$ cat config.mk
export PLATFORM = sky130hd
export DESIGN_NAME = universal_register
export DESIGN_NICKNAME = d
export VERILOG_FILES = /design/src/rtl/universal_register_pkg.sv /design/src/rtl/universal_register_cell.sv /design/src/rtl/universal_register.sv
export SDC_FILE = /design/constraint.sdc
export NUM_CORES = 1
export LEC_CHECK = 0
export ABC_CLOCK_PERIOD_IN_PS = 2300
export CAP_MARGIN = 25
export CORE_MARGIN = 3
export CORE_UTILIZATION = 45
export CTS_CLUSTER_DIAMETER = 40
export DETAILED_ROUTE_END_ITERATION = 10
export PLACE_DENSITY = 0.85
export RECOVER_POWER = 100
export SETUP_SLACK_MARGIN = 0.02
export SYNTH_ARGS = -nofsm -noshare
export SYNTH_HDL_FRONTEND = slang
export SYNTH_HIERARCHICAL = 1
export SYNTH_SLANG_ARGS = --single-unit
$ cat constraint.sdc
create_clock -name clk -period 2.3 [get_ports clk]
set_input_delay 0.46 -clock clk [delete_from_list [all_inputs] [get_ports clk]]
set_output_delay 0.46 -clock clk [all_outputs]
set_load 0.01 [all_outputs]
$ cat src/rtl/universal_register_pkg.sv
// Shared definitions for the universal register and anything that drives it.
// Holds the 3-bit operation-select encoding so the register, its bench and
// future blocks all agree on what each mode value means.
package universal_register_pkg;

    typedef enum logic [2:0] {
        MODE_HOLD = 3'b000,
        MODE_SHR  = 3'b001,
        MODE_SHL  = 3'b010,
        MODE_LOAD = 3'b011,
        MODE_UP   = 3'b100,
        MODE_DOWN = 3'b101,
        MODE_ROTR = 3'b110,
        MODE_ROTL = 3'b111
    } mode_e;

endpackage : universal_register_pkg

$ cat src/rtl/universal_register_cell.sv
// One bit of the universal register.
// Stores a single bit with synchronous clear (wins) and preset, and picks its
// next value from the candidate bits supplied by the top level.
// Ports:
//   clk_i        clock, rising edge
//   rst_i        synchronous clear, active-high, highest priority
//   pst_i        synchronous preset, active-high
//   en_i         operation enable; 0 holds the bit
//   mode_i       operation select
//   shr_bit_i    value for shift right (left neighbour or sin_r at the MSB)
//   shl_bit_i    value for shift left (right neighbour or sin_l at the LSB)
//   rotr_bit_i   value for rotate right
//   rotl_bit_i   value for rotate left
//   ld_bit_i     parallel load data bit
//   inc_bit_i    this bit of q+1
//   dec_bit_i    this bit of q-1
//   q_o          stored bit
module universal_register_cell
    import universal_register_pkg::*;
(
    input  logic  clk_i,
    input  logic  rst_i,
    input  logic  pst_i,
    input  logic  en_i,
    input  mode_e mode_i,
    input  logic  shr_bit_i,
    input  logic  shl_bit_i,
    input  logic  rotr_bit_i,
    input  logic  rotl_bit_i,
    input  logic  ld_bit_i,
    input  logic  inc_bit_i,
    input  logic  dec_bit_i,
    output logic  q_o
);

    logic bit_q;
    logic bit_d;

    always_comb begin
        bit_d = bit_q;
        if (en_i) begin
            case (mode_i)
                MODE_HOLD: bit_d = bit_q;
                MODE_SHR:  bit_d = shr_bit_i;
                MODE_SHL:  bit_d = shl_bit_i;
                MODE_LOAD: bit_d = ld_bit_i;
                MODE_UP:   bit_d = inc_bit_i;
                MODE_DOWN: bit_d = dec_bit_i;
                MODE_ROTR: bit_d = rotr_bit_i;
                MODE_ROTL: bit_d = rotl_bit_i;
                default:   bit_d = bit_q;
            endcase
        end
    end

    always_ff @(posedge clk_i) begin
        if (rst_i) begin
            bit_q <= 1'b0;
        end else if (pst_i) begin
            bit_q <= 1'b1;
        end else begin
            bit_q <= bit_d;
        end
    end

    assign q_o = bit_q;

endmodule : universal_register_cell

$ cat src/rtl/universal_register.sv
// Universal register: hold, shift left/right, rotate left/right, parallel
// load and up/down count, with synchronous reset and preset.
// Ports:
//   clk    clock, all updates on the rising edge
//   rst    synchronous reset, active-high, forces all zeros (beats pst)
//   pst    synchronous preset, active-high, forces all ones
//   en     operation enable; 0 holds q whatever the mode
//   mode   operation select (see universal_register_pkg::mode_e)
//   d      parallel load data
//   sin_r  serial input entering q[WIDTH-1] on shift right
//   sin_l  serial input entering q[0] on shift left
//   q      register contents
//   tc     terminal count: counting up at all ones, or down at zero
module universal_register
    import universal_register_pkg::*;
#(
    parameter int unsigned WIDTH = 4
) (
    input  logic             clk,
    input  logic             rst,
    input  logic             pst,
    input  logic             en,
    input  logic [2:0]       mode,
    input  logic [WIDTH-1:0] d,
    input  logic             sin_r,
    input  logic             sin_l,
    output logic [WIDTH-1:0] q,
    output logic             tc
);

    mode_e            mode_sel;
    logic [WIDTH-1:0] inc_val;
    logic [WIDTH-1:0] dec_val;

    assign mode_sel = mode_e'(mode);

    // The counter is a word-wide carry chain, so it lives here rather than
    // in the cells; each cell just receives its bit of the result.
    assign inc_val = q + WIDTH'(1);
    assign dec_val = q - WIDTH'(1);

    for (genvar i = 0; i < WIDTH; i++) begin : g_cell
        logic shr_src;
        logic shl_src;
        logic rotr_src;
        logic rotl_src;

        if (i == WIDTH - 1) begin : g_msb
            assign shr_src  = sin_r;
            assign rotr_src = q[0];
        end else begin : g_mid_r
            assign shr_src  = q[i+1];
            assign rotr_src = q[i+1];
        end

        if (i == 0) begin : g_lsb
            assign shl_src  = sin_l;
            assign rotl_src = q[WIDTH-1];
        end else begin : g_mid_l
            assign shl_src  = q[i-1];
            assign rotl_src = q[i-1];
        end

        universal_register_cell u_cell (
            .clk_i      (clk),
            .rst_i      (rst),
            .pst_i      (pst),
            .en_i       (en),
            .mode_i     (mode_sel),
            .shr_bit_i  (shr_src),
            .shl_bit_i  (shl_src),
            .rotr_bit_i (rotr_src),
            .rotl_bit_i (rotl_src),
            .ld_bit_i   (d[i]),
            .inc_bit_i  (inc_val[i]),
            .dec_bit_i  (dec_val[i]),
            .q_o        (q[i])
        );
    end

    // tc is forced low while reset or preset is asserted, since q is about
    // to be overwritten and is not a meaningful count boundary.
    always_comb begin
        tc = 1'b0;
        if (en && !rst && !pst) begin
            if (mode_sel == MODE_UP && (&q)) begin
                tc = 1'b1;
            end else if (mode_sel == MODE_DOWN && q == '0) begin
                tc = 1'b1;
            end
        end
    end

endmodule : universal_register

; After elaboration in Yosys (flattened, before gate mapping)
; Index checks and enable logic that the tools add are counted.
[word_totals]
regBits = 4
input_bits = 13
output_inout_bits = 5
[classes]
add_sub_neg = 2
eq_ne = 8
mux = 15
reduce_logical = 13
[ops]
columns = operator, count
row1 = $eq A3 B3 Y1 const B, 4
row2 = $pmux W1 S6, 2
row3 = $mux W1, 11
row4 = $pmux W1 S5, 2
row5 = $eq A3 B2 Y1 const B, 2
row6 = $add A4 B1 Y4 const B, 1
row7 = $logic_and A1 B1 Y1, 4
row8 = $logic_not A4 Y1, 1
row9 = $reduce_and A4 Y1, 1
row10 = $reduce_or A2 Y1, 2
row11 = $sub A4 B1 Y4 const B, 1
row12 = $eq A3 B1 Y1 const B, 1
row13 = $logic_not A3 Y1, 1
row14 = $logic_not A1 Y1, 2
row15 = $ne A2 B2 Y1 const B, 1
row16 = $reduce_and A2 Y1, 1
row17 = $reduce_bool A2 Y1, 1

; Logic depth before layout (Yosys ltp)
[logic_depth]
word_depth = 5
mapped_depth = 7
mapped_depth_nobuf = 7

; Cells and area by module
; The synthesis kept the hierarchy.
[by_module_without_submodules]
columns = mod, instances, cells_per_inst, area_each_um2, seq_area_each_um2
row1 = universal_register_cell, 4, 14, 110.1, 20.0
row2 = universal_register, 1, 20, 167.7, 0.0

; Least setup slack after synthesis
; OpenSTA, ideal clock, no wires.
[synth_path]
path_kind = reg-to-output
startpoint = register g_cell[1].u_cell.bit_q
endpoint = output port tc
arrival_ps = 1124
path_slack_ps = 716
stages_incl_launch_ff = 5
cell_sequence = dfxtp_1 inv_1 ha_1 nor4bb_1 o2111a_1
[synth_via]
elab_chain_len = 5
word_cells_on_any_way = 7
cone_classes = mux: 3 / reduce/logical: 4
[synth_lines]
columns = item, line_no
row1 = start: declaration, universal_register_cell.sv:36  ; logic bit_q;
row2 = start signal: assignment, universal_register_cell.sv:62  ; bit_q <= bit_d;
row3 = $logic_not A4 Y1, universal_register.sv:88  ; end else if (mode_sel == MODE_DOWN && q == '0) begin
row4 = $logic_and A1 B1 Y1, universal_register.sv:88
row5 = $mux W1, universal_register.sv:88
row6 = $mux W1 *, universal_register.sv:86  ; if (mode_sel == MODE_UP && (&q)) begin
row7 = $mux W1 *, universal_register.sv:85  ; if (en && !rst && !pst) begin
row8 = end: declaration, universal_register.sv:28  ; output logic tc
; Every way passes the cells marked *; elsewhere a longest branch is shown, timed or not.

; Worst setup path in the final report
[layout_path]
startpoint = input port mode[0]
endpoint = output port tc
[layout_via]
elab_chain_len = 5
word_cells_on_any_way = 7
cone_classes = eq/ne: 2 / mux: 3 / reduce/logical: 2
[layout_lines]
columns = item, line_no
row1 = start: declaration, universal_register.sv:23  ; input logic [2:0] mode,
row2 = $eq A3 B3 Y1, universal_register.sv:88
row3 = $logic_and A1 B1 Y1, universal_register.sv:88
row4 = $mux W1, universal_register.sv:88
row5 = $mux W1 *, universal_register.sv:86
row6 = $mux W1 *, universal_register.sv:85
; Marks and branches as above.

==> results.cfg <==
[routing]
top_layer_used = met3
routed-wl-met2_um = 864
via_count = 696
avgRoutedWirePerCell_um = 14.9
ant_nets = 0
post-route-drc-count = 0
post_route_met1_wirelength_um = 802
initialDrtViolationCount = 21
dr_wl_met3_um = 95
detail_route.wirelength_mm = 1.76
drt_first_pass_iters = 4
avgViaCountPerCell = 5.90

[sta]
maxSlewHeadroom_pct = 71.4
worst_slack_ns = 0.0908
max_freq_ghz = 0.453
period_minus_slack_ns = 2.21
final_number_of_max_transition_violations = 0
rsz0062_at_grt = false
whs_ns = 0.714
tightestPinTransition_ns = 0.429
timing.setup.tns_ns = 0
min_period_over_period_pct = 96.1
hold_viol = 0
report.final.setup_viol = 0
maximum_clock_skew_at_final_layout_ns = 0.00297

[clock_tree]
htreeDepth = 1
cts_buffer_depth = 2
clkSinkCount = 4
numCtsBuffers = 3
path_clk_slew_ns = 0.04
cts_hold_buffers = 0
ctsRootBufferMaster = clkbuf_4
cts_tree = done
worstSkewPairLatency_ns = 0.24

[synth]
synth_top_area_cell = dfxtp_1
synthDominantCellAreaShare_pct = 13.2
number_of_flip_flops_and_latches_in_the_synthesized_netlist = 4
synth-warning-count = 6
synthArstFlopShare_pct = 0
synthesis.area_um2 = 608
most_frequent_cell_after_synthesis = a21oi_1
ys_seq_area_share_pct = 13.2
synth_ff_type = dfxtp_1
synth_area_per_cell_um2 = 8.00
instance_count_of_the_mapped_netlist = 76
synth_cell_type_count = 19
synth_commonest_cells = a21oi_1, mux2i_1, nor2_1, inv_1
synthesis.nets = 92
synth.top_cells.by_area = dfxtp_1, mux2i_1, a21oi_1, and4bb_1, ha_1
synth-edff-count = 0

[floorplan]
io_pins = 18
floorplan.initialDensity_pct = 51.3
dieWidth_um = 42.8
core_um2 = 1190
site_row_count = 12
floorplan.die.height_um = 42.8
die_area_um2 = 1830

[final_layout]
layout-area-overhead-vs-synth_pct = 41.4
antenna_cells_inserted = 0
post_route_cells_drive_above_1_share_pct = 12.5
fill_cells = 111
layout.cell_area.non_filler_um2 = 860
finalNetCount = 122
final_core_utilization_pct = 72.5
largest_register_ffs = 4

[global_route]
grt_antenna_before_repair = 0
first_global_vias = 664
globalRouteTotalUtil_pct = 19.7
first_pass_grt_wire_length_mm = 2.78
grt_start_max_net_pins = 25
grt.overflow.total = 0

[worst_hold_path]
hold_depth = 3
hold_start = g_cell[3].u_cell/q_o$_SDFFE_PP0P_
hold_class = flop to flop
whs_endpoint = g_cell[3].u_cell/q_o$_SDFFE_PP0P_

[setup_path]
worst-endpoint-required_ns = 1.84
regToRegSetupSlack_ns = 0.57
critical_path.startpoint = mode[0]
critical_path.max_fanout = 2
timing.setup.critical_path_class = input port to output pin
worstPathArrival_ns = 1.75
r2r_end = g_cell[2].u_cell/q_o$_SDFFE_PP0P_
worst_r2r_startpoint = g_cell[0].u_cell/q_o$_SDFFE_PP0P_
timing.critical_path.from_type = input port
critical_path.endpoint_type = output pin
timing.reg2reg.worst_path_depth = 8

[power]
cellLeakagePower_uw = 0.000384
ir_drop_uv = 396
power_density_nw_per_um2 = 379

[placed_design]
hpwlAfterDp_mm = 1.23
count_of_buffers_inserted_at_the_top_level_ports = 17
placement.cell_area_um2 = 856
preCtsSetupSlack_ns = -0.165
gpl.final_weighted_congestion = 0.773

[job]
max_cap_violations = 0

[status]
status = completed
## cell usage in the layout (no fill, tap or decap)
cell	n
clkdlybuf4s50_1	15
xnor2_1	1
clkbuf_1	4
xor2_1	3
nor3_1	2
o2111a_1	1
nor2_1	8
mux2i_1	8
nand3b_1	4
dlygate4sd3_1	1
and4bb_1	4
a311oi_1	4
buf_4	7
o211ai_1	4
dlygate4sd2_1	1
nor3b_2	1
nand3_2	1
nor4bb_1	1
a21oi_1	12
clkbuf_2	1
o31ai_1	4
clkbuf_4	3
inv_1	7
ha_1	3
dfxtp_1	4
## worst max path at each step
stage | to | slack [ns]
after floorplan | tc | 0.72
after global placement | tc | -0.14
after detailed placement | tc | -0.17
after CTS | tc | 0.11
after global routing | g_cell[0].u_cell/q_o$_SDFFE_PP0P_ | 0.05
final | tc | 0.09
## power breakdown
part	leakage (uW)	total [uW]	switching, uW	internal, uW
combinational	0.000337	154	75.0	78.9
sequential	0.0000336	83.4	7.46	75.9
clock	0.0000138	88.6	30.2	58.5
## repair_timing
action                     in CTS  in global routing
setup endpoints to repair       1                  0
setup buffers                   0                  0
resized for setup               2                  0
## routing by layer
metal / track usage [%] / up-vias
met5: 0 / -
li1: - / 348
met2: 33.2 / 22
met1: 23.3 / 326
met3: 6.36 / 0
met4: 5.59 / 0
## cell families (layout without fill, tap and decap cells)
kind of cell | Yosys count | in the layout | share of synthesized area (%)
adder cells (fa/ha/maj) | 3 | 3 | 6.17
flip-flops | 4 | 4 | 13.2
XOR/XNOR | 4 | 4 | 5.76
multiplexers | 8 | 8 | 13.2
AO/OA/AOI/OAI | 25 | 25 | 27.4
AND/OR/NAND/NOR | 21 | 21 | 25.1
buffers and inverters | 11 | 39 | 9.26
## critical path: stages
cell and delay [ns]:
clkdlybuf4s50_1 0.50, nor4bb_1 0.30, o2111a_1 0.23, dlygate4sd2_1 0.26
## cell type report
class,count,area [um^2],area share (%)
Sequential cell,4,80.1,9.32
Inverter,7,26.3,3.06
Multi-Input combinational cell,61,472,54.9
Clock buffer,3,22.5,2.62
Tap cell,14,17.5,2.04
Timing Repair Buffer,29,241,28.1
## stage by stage
step	std cells	total power, uW
final	118	326
after global routing	118	348
after CTS	118	332
after detailed placement	115	242
after global placement	115	236
after floorplan	76	163
Note: power is estimated with default switching activity, not from simulation.
